<file path="src/rtl/mc_ctrl_pkg.sv">
// Shared encodings for the multi-cycle controller: states, instruction
// fields, exception causes, PC source selects and ALU operation classes.
package mc_ctrl_pkg;

  typedef enum logic [2:0] {
    ST_RST = 3'd0,
    ST_IF  = 3'd1,
    ST_ID  = 3'd2,
    ST_EX  = 3'd3,
    ST_MEM = 3'd4,
    ST_WB  = 3'd5,
    ST_EXC = 3'd6
  } state_e;

  localparam logic [5:0] OP_RTYPE = 6'h00;
  localparam logic [5:0] OP_J     = 6'h02;
  localparam logic [5:0] OP_JAL   = 6'h03;
  localparam logic [5:0] OP_BEQ   = 6'h04;
  localparam logic [5:0] OP_ADDI  = 6'h08;
  localparam logic [5:0] OP_ADDIU = 6'h09;
  localparam logic [5:0] OP_SLTI  = 6'h0A;
  localparam logic [5:0] OP_SLTIU = 6'h0B;
  localparam logic [5:0] OP_ANDI  = 6'h0C;
  localparam logic [5:0] OP_LUI   = 6'h0F;
  localparam logic [5:0] OP_COP0  = 6'h10;
  localparam logic [5:0] OP_LW    = 6'h23;
  localparam logic [5:0] OP_SW    = 6'h2B;

  localparam logic [5:0] FN_SLL  = 6'h00;
  localparam logic [5:0] FN_SRL  = 6'h02;
  localparam logic [5:0] FN_SRA  = 6'h03;
  localparam logic [5:0] FN_JR   = 6'h08;
  localparam logic [5:0] FN_JALR = 6'h09;
  localparam logic [5:0] FN_ERET = 6'h18;
  localparam logic [5:0] FN_ADD  = 6'h20;
  localparam logic [5:0] FN_ADDU = 6'h21;
  localparam logic [5:0] FN_SUB  = 6'h22;
  localparam logic [5:0] FN_SUBU = 6'h23;
  localparam logic [5:0] FN_AND  = 6'h24;
  localparam logic [5:0] FN_OR   = 6'h25;
  localparam logic [5:0] FN_XOR  = 6'h26;
  localparam logic [5:0] FN_NOR  = 6'h27;
  localparam logic [5:0] FN_SLT  = 6'h2A;
  localparam logic [5:0] FN_SLTU = 6'h2B;

  localparam logic [1:0] CAUSE_IRQ     = 2'd0;
  localparam logic [1:0] CAUSE_ILLEGAL = 2'd1;
  localparam logic [1:0] CAUSE_OVF     = 2'd2;
  localparam logic [1:0] CAUSE_TIMEOUT = 2'd3;

  localparam logic [2:0] PCS_ALU    = 3'b000;
  localparam logic [2:0] PCS_ALUOUT = 3'b001;
  localparam logic [2:0] PCS_JUMP   = 3'b010;
  localparam logic [2:0] PCS_EXC    = 3'b011;
  localparam logic [2:0] PCS_EPC    = 3'b100;
  localparam logic [2:0] PCS_RS     = 3'b101;

  localparam logic [2:0] ALU_CLS_ADD   = 3'b000;
  localparam logic [2:0] ALU_CLS_BEQ   = 3'b001;
  localparam logic [2:0] ALU_CLS_RTYPE = 3'b010;
  localparam logic [2:0] ALU_CLS_AND   = 3'b100;
  localparam logic [2:0] ALU_CLS_SLT   = 3'b101;

  // R-type functs that compute a result and retire through WB
  function automatic logic is_alu_funct(input logic [5:0] f);
    logic ok;
    case (f)
      FN_SLL, FN_SRL, FN_SRA, FN_ADD, FN_ADDU, FN_SUB, FN_SUBU,
      FN_AND, FN_OR, FN_XOR, FN_NOR, FN_SLT, FN_SLTU: ok = 1'b1;
      default: ok = 1'b0;
    endcase
    return ok;
  endfunction

  function automatic logic is_shift_funct(input logic [5:0] f);
    return (f == FN_SLL) || (f == FN_SRL) || (f == FN_SRA);
  endfunction

endpackage

</file>
<file path="src/rtl/mc_irq_prio.sv">
// Lowest-index-wins priority encoder turning the interrupt request
// vector into a one-hot acknowledge pattern.
module mc_irq_prio #(
  parameter int IRQ_N = 4
) (
  input  logic [IRQ_N-1:0] irq,
  output logic [IRQ_N-1:0] irq_ack
);

  // Scan from the top so the lowest asserted index is the last writer.
  always_comb begin
    irq_ack = '0;
    for (int i = IRQ_N - 1; i >= 0; i--) begin
      if (irq[i]) begin
        irq_ack    = '0;
        irq_ack[i] = 1'b1;
      end
    end
  end

endmodule

</file>
<file path="src/rtl/mc_controller_v2.sv">
// Multi-cycle control unit: fetch/decode/execute/memory/writeback sequencing
// with memory timeout, overflow trap, illegal-instruction trap and interrupts.
//
// state | meaning
// RST   | held in reset; all outputs low
// IF    | instruction fetch, waits for mem_ready
// ID    | decode, branch target computed
// EX    | execute / jumps / eret
// MEM   | data access for lw/sw, waits for mem_ready
// WB    | register writeback, overflow trap check
// EXC   | exception entry: save EPC and cause, jump to vector
module mc_controller_v2
  import mc_ctrl_pkg::*;
#(
  parameter int IRQ_N       = 4,
  parameter int MEM_TIMEOUT = 16
) (
  input  logic             clk,
  input  logic             reset,
  input  logic [5:0]       opcode,
  input  logic [5:0]       funct,
  input  logic             mem_ready,
  input  logic             alu_overflow,
  input  logic [IRQ_N-1:0] irq,
  input  logic             irq_en,
  output logic             mem_req,
  output logic             mem_we,
  output logic             iord,
  output logic             ir_write,
  output logic             pc_write,
  output logic             pc_write_cond,
  output logic             reg_write,
  output logic             ext_op,
  output logic             lui_op,
  output logic [1:0]       reg_dst,
  output logic [1:0]       mem_to_reg,
  output logic [1:0]       alu_src_a,
  output logic [1:0]       alu_src_b,
  output logic [3:0]       alu_op,
  output logic [2:0]       pc_source,
  output logic             epc_write,
  output logic             cause_write,
  output logic             kernel_mode,
  output logic [1:0]       cause,
  output logic [IRQ_N-1:0] irq_ack
);

  localparam logic [7:0] TMO_LAST = 8'(MEM_TIMEOUT - 1);

  state_e     state_q, state_d;
  logic [1:0] cause_q, cause_d;
  logic       kmode_q, kmode_d;
  logic [7:0] tmo_q, tmo_d;

  logic [IRQ_N-1:0] ack_vec;
  logic [2:0]       alu_cls;
  logic             is_r, tmo_hit, take_irq, ovf_trap, to_if;

  mc_irq_prio #(.IRQ_N(IRQ_N)) u_irq_prio (
    .irq     (irq),
    .irq_ack (ack_vec)
  );

  assign is_r        = (opcode == OP_RTYPE);
  assign tmo_hit     = (tmo_q == TMO_LAST);
  assign take_irq    = irq_en && (|irq) && !kmode_q;
  assign ovf_trap    = alu_overflow &&
                       ((opcode == OP_ADDI) || (is_r && ((funct == FN_ADD) || (funct == FN_SUB))));
  assign kernel_mode = kmode_q;

  always_comb begin
    alu_cls = ALU_CLS_ADD;
    if (is_r)                                         alu_cls = ALU_CLS_RTYPE;
    else if (opcode == OP_BEQ)                        alu_cls = ALU_CLS_BEQ;
    else if (opcode == OP_ANDI)                       alu_cls = ALU_CLS_AND;
    else if (opcode == OP_SLTI || opcode == OP_SLTIU) alu_cls = ALU_CLS_SLT;
  end

  always_comb begin
    state_d       = state_q;
    cause_d       = cause_q;
    kmode_d       = kmode_q;
    to_if         = 1'b0;
    mem_req       = 1'b0;
    mem_we        = 1'b0;
    iord          = 1'b0;
    ir_write      = 1'b0;
    pc_write      = 1'b0;
    pc_write_cond = 1'b0;
    reg_write     = 1'b0;
    ext_op        = 1'b0;
    lui_op        = 1'b0;
    reg_dst       = 2'b00;
    mem_to_reg    = 2'b00;
    alu_src_a     = 2'b00;
    alu_src_b     = 2'b00;
    alu_op        = 4'b0000;
    pc_source     = PCS_ALU;
    epc_write     = 1'b0;
    cause_write   = 1'b0;
    cause         = 2'b00;
    irq_ack       = '0;

    if (state_q != ST_RST) alu_op[3] = opcode[0];
    if (state_q == ST_EX || state_q == ST_MEM || state_q == ST_WB) alu_op[2:0] = alu_cls;

    case (state_q)
      ST_RST: state_d = ST_IF;

      ST_IF: begin
        mem_req   = 1'b1;
        alu_src_b = 2'b01;
        if (mem_ready) begin
          ir_write = 1'b1;
          pc_write = 1'b1;
          state_d  = ST_ID;
        end else if (tmo_hit) begin
          state_d = ST_EXC;
          cause_d = CAUSE_TIMEOUT;
        end
      end

      ST_ID: begin
        alu_src_b = 2'b11;
        state_d   = ST_EX;
      end

      ST_EX: begin
        case (opcode)
          OP_J: begin
            pc_write  = 1'b1;
            pc_source = PCS_JUMP;
            to_if     = 1'b1;
          end
          OP_JAL: begin
            reg_dst    = 2'b10;
            mem_to_reg = 2'b10;
            reg_write  = 1'b1;
            pc_write   = 1'b1;
            pc_source  = PCS_JUMP;
            to_if      = 1'b1;
          end
          OP_BEQ: begin
            pc_write_cond = 1'b1;
            alu_src_a     = 2'b01;
            pc_source     = PCS_ALUOUT;
            to_if         = 1'b1;
          end
          OP_RTYPE: begin
            if (funct == FN_JR || funct == FN_JALR) begin
              pc_write  = 1'b1;
              pc_source = PCS_RS;
              to_if     = 1'b1;
              if (funct == FN_JALR) begin
                reg_write  = 1'b1;
                reg_dst    = 2'b01;
                mem_to_reg = 2'b10;
              end
            end else if (is_alu_funct(funct)) begin
              alu_src_a = is_shift_funct(funct) ? 2'b10 : 2'b01;
              state_d   = ST_WB;
            end else begin
              state_d = ST_EXC;
              cause_d = CAUSE_ILLEGAL;
            end
          end
          OP_COP0: begin
            if (funct == FN_ERET) begin
              pc_write  = 1'b1;
              pc_source = PCS_EPC;
              kmode_d   = 1'b0;
              to_if     = 1'b1;
            end else begin
              state_d = ST_EXC;
              cause_d = CAUSE_ILLEGAL;
            end
          end
          OP_LW, OP_SW: begin
            alu_src_a = 2'b01;
            alu_src_b = 2'b10;
            ext_op    = 1'b1;
            state_d   = ST_MEM;
          end
          OP_ADDI, OP_ADDIU, OP_SLTI, OP_SLTIU, OP_ANDI, OP_LUI: begin
            alu_src_a = 2'b01;
            alu_src_b = 2'b10;
            ext_op    = (opcode != OP_ANDI);
            lui_op    = (opcode == OP_LUI);
            state_d   = ST_WB;
          end
          default: begin
            state_d = ST_EXC;
            cause_d = CAUSE_ILLEGAL;
          end
        endcase
      end

      ST_MEM: begin
        mem_req = 1'b1;
        iord    = 1'b1;
        mem_we  = (opcode == OP_SW);
        if (mem_ready) begin
          if (opcode == OP_SW) to_if   = 1'b1;
          else                 state_d = ST_WB;
        end else if (tmo_hit) begin
          state_d = ST_EXC;
          cause_d = CAUSE_TIMEOUT;
        end
      end

      ST_WB: begin
        if (opcode == OP_LW) begin
          mem_to_reg = 2'b01;
        end else if (is_r) begin
          reg_dst = 2'b01;
        end
        if (ovf_trap) begin
          state_d = ST_EXC;
          cause_d = CAUSE_OVF;
        end else begin
          reg_write = 1'b1;
          to_if     = 1'b1;
        end
      end

      ST_EXC: begin
        epc_write   = 1'b1;
        cause_write = 1'b1;
        cause       = cause_q;
        pc_write    = 1'b1;
        pc_source   = PCS_EXC;
        if (cause_q == CAUSE_IRQ) irq_ack = ack_vec;
        kmode_d     = 1'b1;
        state_d     = ST_IF;
      end

      default: state_d = ST_RST;
    endcase

    // Retiring instructions divert to the interrupt entry instead of IF.
    if (to_if) begin
      if (take_irq) begin
        state_d = ST_EXC;
        cause_d = CAUSE_IRQ;
      end else begin
        state_d = ST_IF;
      end
    end

    tmo_d = (state_d == state_q) ? tmo_q + 8'd1 : 8'd0;
  end

  always_ff @(posedge clk or posedge reset) begin
    if (reset) begin
      state_q <= ST_RST;
      cause_q <= 2'b00;
      kmode_q <= 1'b0;
      tmo_q   <= 8'd0;
    end else begin
      state_q <= state_d;
      cause_q <= cause_d;
      kmode_q <= kmode_d;
      tmo_q   <= tmo_d;
    end
  end

endmodule
</file>
<file path="config.mk">
export PLATFORM = sky130hd
export DESIGN_NAME = mc_controller_v2
export DESIGN_NICKNAME = d
export VERILOG_FILES = /design/src/rtl/mc_ctrl_pkg.sv /design/src/rtl/mc_irq_prio.sv /design/src/rtl/mc_controller_v2.sv
export SDC_FILE = /design/constraint.sdc
export NUM_CORES = 1
export LEC_CHECK = 0
export ABC_CLOCK_PERIOD_IN_PS = 2430
export CORE_MARGIN = 2
export CORE_UTILIZATION = 47
export DETAILED_ROUTE_END_ITERATION = 6
export PLACE_DENSITY = 0.82
export SETUP_SLACK_MARGIN = 0.02
export SLEW_MARGIN = 40
export SYNTH_ARGS = -nofsm -noshare
export SYNTH_HDL_FRONTEND = slang
export SYNTH_SLANG_ARGS = --single-unit
</file>
<file path="constraint.sdc">
create_clock -name clk -period 2.43 [get_ports clk]
set_input_delay 0.486 -clock clk [delete_from_list [all_inputs] [get_ports clk]]
set_output_delay 0.486 -clock clk [all_outputs]
set_load 0.005 [all_outputs]
</file>
==> results of run 1 <==
-- metal layers --
layer,GRT usage (%),overflow
met5,6.94,0
met4,106,74
met3,66.1,1
met2,116,164
met1,84.5,2
-- logic make-up after synthesis --
| family | Yosys count | share of synthesized area, % |
|---|---|---|
| AND/OR/NAND/NOR | 135 | 45.8 |
| AO/OA/AOI/OAI | 49 | 21.2 |
| buffers and inverters | 22 | 6.02 |
| flip-flops | 14 | 21.3 |
| XOR/XNOR | 8 | 4.27 |
| multiplexers | 1 | 0.609 |
| adder cells (fa/ha/maj) | 1 | 0.761 |
-- Yosys cell counts, types with 2 or more instances --
master / count / area (sq um)
a21oi_1: 12 / 60.1
a311oi_1: 2 / 17.5
a31o_1: 2 / 17.5
a32oi_1: 2 / 17.5
and2_1: 5 / 31.3
and3_1: 4 / 25.0
and3b_1: 3 / 26.3
buf_2: 7 / 35.0
buf_4: 2 / 15.0
clkbuf_1: 3 / 11.3
dfrtp_1: 14 / 350
inv_1: 10 / 37.5
nand2_1: 25 / 93.8
nand2b_1: 3 / 18.8
nand3_1: 11 / 55.1
nor2_1: 24 / 90.1
nor2b_1: 6 / 37.5
nor3_1: 24 / 120
nor3_2: 2 / 20.0
nor3b_1: 3 / 22.5
nor3b_2: 2 / 25.0
nor4_1: 4 / 25.0
nor4_2: 2 / 25.0
nor4b_1: 2 / 17.5
o21a_1: 2 / 15.0
o21ai_0: 9 / 45.0
o21bai_1: 3 / 22.5
or2_2: 3 / 18.8
or3_1: 5 / 31.3
xnor2_1: 5 / 43.8
xor2_1: 3 / 26.3
-- repair_timing --
action	CTS
resized for setup	129
buffers inserted	15
hold buffers	0
pin swaps	36
endpoints found under the setup margin	37
-- stage by stage --
step | cell area (sq um) | std cells
after floorplan | 1640 | 230
after detailed placement | 2670 | 384
after CTS | 3030 | 400
after global placement | 2670 | 384
==> run summary, run 1 <==
row cnt = 21
outcome = stopped before the end
Synth Register Bits = 14
Die X = 63.1 um
TritonCTS buffer count = 3
largest net degree at the start of global routing = 16
EDFF count, synth = 0
DPL Wire Length = 5070 um
Stop stage = global routing (5_1_grt)
synth unique cells = 57
Die Y = 63.1 um
Seq/Total Area, Yosys = 21.3%
I/O pins = 54
CTS Sinks = 14
CTS Buffer Depth = 2
Mapped Cells = 230
synth warn = 0
initial core utilization = 49.2%
First Err = [ERROR GRT-0232] Routing congestion too high. Check the congestion heatmap in the GUI.
Overflow after GRT = 241
Setup Slack @ Placement = -642 ps
GP Congestion = 1.07
Global Route Usage Sum = 90.4%
H-tree depth = 1
Mapped Nets = 252
input/output buffers = 53
worst_ep grt = irq_ack[3]
Worst EP kind = output port
CTS root buffer = clkbuf_4
Syn Area/Cell = 7.14 sq um
Post-Syn Area = 0.00164 sq mm
asr flop ratio synth = 100%
Main synth FF type = dfrtp_1
==> inputs of run 2 (changes only) <==
--- a/config.mk
+++ b/config.mk
@@ -7,10 +7,9 @@
 export LEC_CHECK = 0
 export ABC_CLOCK_PERIOD_IN_PS = 2430
 export CORE_MARGIN = 2
-export CORE_UTILIZATION = 47
+export CORE_UTILIZATION = 35
 export DETAILED_ROUTE_END_ITERATION = 6
-export PLACE_DENSITY = 0.82
-export SETUP_SLACK_MARGIN = 0.02
+export PLACE_DENSITY_LB_ADDON = 0.15
 export SLEW_MARGIN = 40
 export SYNTH_ARGS = -nofsm -noshare
 export SYNTH_HDL_FRONTEND = slang
==> run 2 against run 1 <==
  * Area after synthesis unchanged
  * The flow now finishes, with violations (setup timing)
  * Synthesized cell count stayed put
==> run summary, run 2 <==
outcome = complete, but fails checks
failing checks = setup timing
Cell Area, Placed = 0.00269 sq mm (+0.56%)
antenna-violating nets left = 0
GP Congestion = 0.902 (-16%)
Die X = 72.5 um (+15%)
EDFF count, synth = 0 (unchanged)
CTS Buffer Depth = 2 (unchanged)
# nets final = 390
Seq/Total Area, Yosys = 21.3% (unchanged)
total number of vias = 2374
most frequent cells in the layout = buf_4 (80), nand2_1 (20), nor2_1 (19)
Syn Area/Cell = 7.14 sq um (unchanged)
largest net degree at the start of global routing = 15
Mapped Cells = 230 (unchanged)
P_leak = 1.54 nW
final WL = 7050 um
Main synth FF type = dfrtp_1
synth unique cells = 57 (unchanged)
H-tree depth = 1 (unchanged)
Die Y = 72.5 um (+15%)
total iterations of the first detailed-routing run = 4
fin crit share = 102%
pwr dens = 666 mW/mm^2
clk_lat worst skew = 260 ps
area delta synth->final = 97.9%
fillers = 345
Global Route Usage Sum = 25.3%
Max VDD drop = 447 uV
largest reg by FF count = tmo_q
Setup Crit Path Kind = input port to primary output
worst-case reg-to-reg path depth = 12
startpoint types = input port
I/O pins = 54 (unchanged)
worst relative slew slack = 61.8%
CTS Sinks = 14 (unchanged)
worst path arrival time = 1980 ps
Worst-Margin Slew = 573 ps
Synth area leader = dfrtp_1
Final Setup Violations = 1
Vias/cell = 5.67
Synth top cells by count = nand2_1 (25), nor2_1 (24), nor3_1 (24), dfrtp_1 (14), a21oi_1 (12)
drt initial violations = 135
placed cells = 391 (+1.8%)
WHS Path Cells = 1
Finished Core Util = 73.2%
Synth top area share = 21.3% (unchanged)
most common cell after layout, fill and taps aside = buf_4
row cnt = 24 (+14%)
Die Footprint = 0.00526 sq mm
Clk pin slew, worst setup/hold paths = 70 ps
Synth Register Bits = 14 (unchanged)
max reg flops = 8
Final WS setup = -39.8 ps
DRC = 0
maxcap violations = 0
Largest regs = tmo_q (8), state_q (3), cause_q (2)
final instance area = 0.00325 sq mm
top-count cell post-synth = nand2_1
Hold Fails Final Rpt = 0
Fmax achieved = 0.405 GHz
CTS root buffer = clkbuf_8
TritonCTS buffer count = 3 (unchanged)
antenna violations before repair = 0
skew final = 6.04 ps
dominant cells by area after synthesis = dfrtp_1 (21%), nor3_1 (7.3%), nand2_1 (5.7%)
Final Slew Violations = 0
asr flop ratio synth = 100% (unchanged)
area of the core = 0.00444 sq mm
Setup Slack @ Placement = -629 ps (+12.9 ps)
vias in the first global route = 2176
share of cells above drive strength 1 = 47.7%
initial core utilization = 37.0% (-12 points)
Overflow after GRT = 0
first-pass GRT wire length = 10500 um
Mapped Nets = 252 (unchanged)
RSZ-0062 raised after global routing = true
synth warn = 0 (unchanged)
DPL Wire Length = 4470 um (-12%)
Post-Syn Area = 0.00164 sq mm (unchanged)
input/output buffers = 53 (unchanged)
Worst EP required = 1940 ps
CP max FO = 6
TritonCTS clock tree = done
WL/cell = 16.8 um
Worst Setup End Kind = primary output
Hold Crit Class = flip-flop to flip-flop
Cell Count, Final, Fillers Out = 419
Final Critical Period = 2470 ps
number of diodes = 0
[run 2: cell counts after synthesis]
Identical to the previous run, type by type.
[run 2: final cells by class]
cell class                      count  area, sq um  share of cell area (%)
Timing Repair Buffer              145         1230                    37.9
Inverter                           10         37.5                    1.15
Clock buffer                        4         55.1                    1.69
Sequential cell                    14          350                    10.8
Tap cell                           52         65.1                    2.00
Multi-Input combinational cell    194         1510                    46.5
[run 2: per-stage QoR]
| step | power (mW) | setup TNS [ps] | hold slack [ps] |
|---|---|---|---|
| 4_1_cts | 1.90 | -91.0 | 492 |
| 6_report | 2.17 | -39.8 | 492 |
| 5_1_grt | 2.30 | -329 | 531 |
| 3_3_place_gp | 1.50 | -15640 | 476 |
| 3_5_place_dp | 1.51 | -15620 | 473 |
| 2_1_floorplan | 0.952 | 0 | 375 |
[run 2: routing by layer]
layer	global-route usage (%)	vias up	wire length, um
met1	33.1	1117	2920
met4	5.97	0	196
li1	-	1121	-
met5	0	-	0
met3	5.00	25	519
met2	42.9	111	3420
[run 2: critical path, cell delays in order]
cell and delay (ps):
clkdlybuf4s15_1 220, buf_6 140, inv_1 60, buf_4 130
o21ai_0 160, a32oi_1 120, a311oi_1 370, dlygate4sd2_1 290
[run 2: path summary, 6_finish.rpt]
check / from / end / slack [ps]
max: opcode[3] / ext_op / -40
min: tmo_q[0]$_DFF_PP0_ / tmo_q[0]$_DFF_PP0_ / 490
max reg2reg: state_q[2]$_DFF_PP0_ / tmo_q[1]$_DFF_PP0_ / 90
min reg2reg: tmo_q[0]$_DFF_PP0_ / tmo_q[0]$_DFF_PP0_ / 490
max in group asynchronous: reset / tmo_q[6]$_DFF_PP0_ / 1460
min in group asynchronous: reset / cause_q[0]$_DFF_PP0_ / 580
[run 2: timing repair]
item / in CTS / in global routing
resized for setup: 109 / 48
hold buffers: 0 / 0
pin swaps: 31 / 25
endpoints found under the setup margin: 37 / 31
setup buffers: 16 / 10
endpoints found under the hold margin: 0 / 0
[run 2: cells by family after synthesis]
family                     synth area share, %
and+or+nand+nor                           45.8
AOI/OAI and AO/OA                         21.2
buffers and inverters                     6.02
DFF                                       21.3
xor gates and xnor gates                  4.27
muxes                                    0.609
adders and majority gates                0.761
[run 2: power breakdown]
part           switching [mW]  internal (mW)  leakage (nW)  total (mW)
Clock                  0.0958          0.144        0.0288       0.240
Combinational           0.814          0.796          1.33        1.61
Sequential             0.0358          0.281         0.182       0.317
Total                   0.946           1.22          1.54        2.17
Power figures use the tool's default switching activity.
==> inputs of run 3 (changes only) <==
--- a/config.mk
+++ b/config.mk
@@ -5,10 +5,11 @@
 export SDC_FILE = /design/constraint.sdc
 export NUM_CORES = 1
 export LEC_CHECK = 0
+export ABC_AREA = 1
 export ABC_CLOCK_PERIOD_IN_PS = 2430
-export CORE_MARGIN = 2
-export CORE_UTILIZATION = 35
+export CORE_AREA = 2 2 63 65
 export DETAILED_ROUTE_END_ITERATION = 6
+export DIE_AREA = 0 0 65 67
 export PLACE_DENSITY_LB_ADDON = 0.15
 export SLEW_MARGIN = 40
 export SYNTH_ARGS = -nofsm -noshare
==> run 3 against run 2 <==
  * The flow now finishes without violations
  * Critical path depth unchanged
  * Synthesized cell count up 15%
  * Worst setup slack better by 120 ps
  * Sequential power down 4%
  * Critical endpoint is now mem_to_reg[0]
==> run summary, run 3 <==
WP buf/inv = 5 (unchanged)
drt initial violations = 85 (-37%)
Final Setup Violations = 0 (-1)
Synth top area share = 22.0% (+0.72 points)
Max VDD drop = 545 uV (+22%)
DPL Wire Length = 4020 um (-10%)
area delta synth->final = 77.6%
r2r setup slk = 420 ps (+330 ps)
Largest regs = tmo_q (8), state_q (3), cause_q (2)
reg2reg end = tmo_q[2]$_DFF_PP0_
vias in the first global route = 2009 (-7.7%)
Vias/cell = 4.82 (-15%)
Mapped Nets = 287 (+14%)
CTS root buffer = clkbuf_8
area of the core = 0.00361 sq mm (-19%)
area occupied by multi-input gates = 0.00116 sq mm (-23%)
reg2reg start = state_q[1]$_DFF_PP0_
RSZ-0062 raised after global routing = true
critical path's top delay family = buffers and inverters
fin crit share = 96.8% (-4.9 points)
Cell Count, Final, Fillers Out = 433 (+3.3%)
initial core utilization = 44.1% (+7.1 points)
Main synth FF type = dfrtp_1
final WL = 5290 um (-25%)
GP Congestion = 0.895 (-0.77%)
Global Route Usage Sum = 24.7% (-0.59 points)
# nets final = 408 (+4.6%)
skew final = 0.884 ps (-5.16 ps)
number of diodes = 0 (unchanged)
Die X = 65 um (-10%)
Syn Area/Cell = 6.00 sq um (-16%)
Final Critical Period = 2350 ps (-118 ps)
largest net degree at the start of global routing = 15 (unchanged)
Critical Path Start = state_q[2]$_DFF_PP0_
slowest cell delay on critical path = 500 ps (+130 ps)
most common cell after layout, fill and taps aside = buf_4
final instance area = 0.00282 sq mm (-13%)
pwr dens = 650 mW/mm^2 (-2.5%)
synth unique cells = 28 (-51%)
Synth Register Bits = 14 (unchanged)
Clk pin slew, worst setup/hold paths = 60 ps (about the same)
TritonCTS clock tree = done
maxcap violations = 0 (unchanged)
worst path arrival time = 1870 ps (-110 ps)
first-pass GRT wire length = 8540 um (-18%)
Final Power = 1.83 mW (-15%)
CP Depth = 8 (unchanged)
CP Cell Sequence = buf_4, inv_2, nor2_4, inv_2, nor2_4, inv_1, nor2_1, clkdlybuf4s50_1
Mapped Cells = 265 (+15%)
Hold Crit Class = flip-flop to flip-flop
Hold Fails Final Rpt = 0 (unchanged)
WL/cell = 12.2 um (-27%)
worst relative slew slack = 65.7% (+3.9 points)
synth warn = 0 (unchanged)
outcome = completed
I/O pins = 54 (unchanged)
dominant cells by area after synthesis = dfrtp_1 (22%), nand2_1 (12%), nor2_1 (12%)
Setup Crit Path Kind = flip-flop to primary output
DRC = 0 (unchanged)
Die Footprint = 0.00436 sq mm (-17%)
Die Y = 67 um (-7.6%)
total number of vias = 2089 (-12%)
Worst-Margin Slew = 515 ps (-58.4 ps)
fillers = 285 (-17%)
asr flop ratio synth = 100% (unchanged)
EDFF count, synth = 0 (unchanged)
Seq/Total Area, Yosys = 22.0% (+0.72 points)
Final Slew Violations = 0 (unchanged)
Synth area leader = dfrtp_1
H-tree depth = 1 (unchanged)
CP max-delay cell = clkdlybuf4s50_1
most frequent cells in the layout = buf_4 (67), nand2_1 (47), nor2_1 (41)
placed cells = 421 (+7.7%)
P_leak = 1.58 nW (+2.6%)
Post-Syn Area = 0.00159 sq mm (-3.3%)
FF/Latch Area = 350 sq um (unchanged)
share of cells above drive strength 1 = 36.1% (-12 points)
Synth top cells by count = nand2_1 (51), nor2_1 (51), inv_1 (37), nand3_1 (22), dfrtp_1 (14)
Overflow after GRT = 0 (unchanged)
Cell Area, Placed = 0.00260 sq mm (-3.3%)
antenna-violating nets left = 0 (unchanged)
min-delay src = tmo_q[0]$_DFF_PP0_
max reg flops = 8 (unchanged)
CTS Sinks = 14 (unchanged)
total iterations of the first detailed-routing run = 4 (unchanged)
worst setup path end = mem_to_reg[0]
Sum Neg Setup Slack = 0 ps (+39.8 ps)
CTS Buffer Depth = 2 (unchanged)
antenna violations before repair = 0 (unchanged)
CP max FO = 7 (+1)
worst-case reg-to-reg path depth = 13 (+1)
startpoint types = flip-flop
Finished Core Util = 78.3% (+5.1 points)
largest reg by FF count = tmo_q
Worst EP required = 1940 ps (about the same)
TritonCTS buffer count = 3 (unchanged)
clk_lat worst skew = 240 ps (-20 ps)
Fmax achieved = 0.425 GHz (+5.0%)
row cnt = 22 (-8.3%)
Worst Setup End Kind = primary output
input/output buffers = 53 (unchanged)
[run 3: cell types whose count changed in the layout (fill, tap and decap cells not counted), moves of 10 or more]
cell,delta
buf_4,-13
buf_6,-11
inv_1,+25
nand2_1,+27
nand2_2,+12
nand3_1,+11
nor2_1,+22
nor2_2,+14
nor3_2,-10
[run 3: through the flow]
step	hold slack [ps]	worst slack [ps]
final	471	78.4
after global routing	488	-23.0
after CTS	472	-190
after detailed placement	462	-378
after global placement	457	-330
after floorplan	375	410
[run 3: per-layer routing]
layer	vias to the layer above	track usage (%)	part of all wire [%]
met5	-	0	0
met4	0	3.72	0.76
met3	6	4.56	6.1
met2	71	43.7	48
met1	945	31.7	45
li1	1067	-	-
[run 3: cells by family after synthesis]
group / Yosys count / share of synthesized area, %
and+or+nand+nor: 176 / 55.4
buffers and inverters: 47 / 11.7
AOI/OAI and AO/OA: 21 / 6.77
adders and majority gates: 1 / 0.787
xor gates and xnor gates: 6 / 3.31
DFF: 14 / 22.0
[run 3: area by class of cell]
class	count	share of cell area, %
inverters	43	5.72
flip-flops and latches	14	12.4
clock buffers	4	1.95
repair buffers	120	36.7
well taps	48	2.13
multi-input cells	204	41.0
[run 3: how the worst min path moves through the flow]
stage | end | slack, ps | cells past startpoint
finish | tmo_q[0]$_DFF_PP0_ | 470 | 1
global route | tmo_q[0]$_DFF_PP0_ | 490 | 1
CTS | tmo_q[0]$_DFF_PP0_ | 470 | 1
detailed placement | tmo_q[0]$_DFF_PP0_ | 460 | 1
global placement | tmo_q[0]$_DFF_PP0_ | 460 | 1
floorplan | cause_q[0]$_DFF_PP0_ | 380 | 1
[run 3: report_power, final]
part	leakage [nW]	total [mW]	switching, mW	internal, mW
registers	0.183	0.303	0.0271	0.276
clock network	0.0288	0.225	0.0814	0.143
logic	1.37	1.31	0.736	0.570
total	1.58	1.83	0.844	0.990
[run 3: repair_timing]
item	4_1_cts	5_1_grt
hold buffers	0	0
setup buffers	4	4
hold endpoints to repair	0	0
gates resized for setup	29	35
endpoints found under the setup margin	27	22
cloned	0	0
pin swaps	5	14
[run 3: worst register-to-register path, stage by stage, from the launching register on]
cell     delay (ps)
dfrtp_1         370
buf_4           170
nor2_1          170
nand2_1         120
nor2_1          140
buf_4           120
nand2_1          90
nand3_4         130
nand2_1          90
nand2_2          90
nand2_1          60
nand2_2          90
nand3_4         170
nor2_4          140
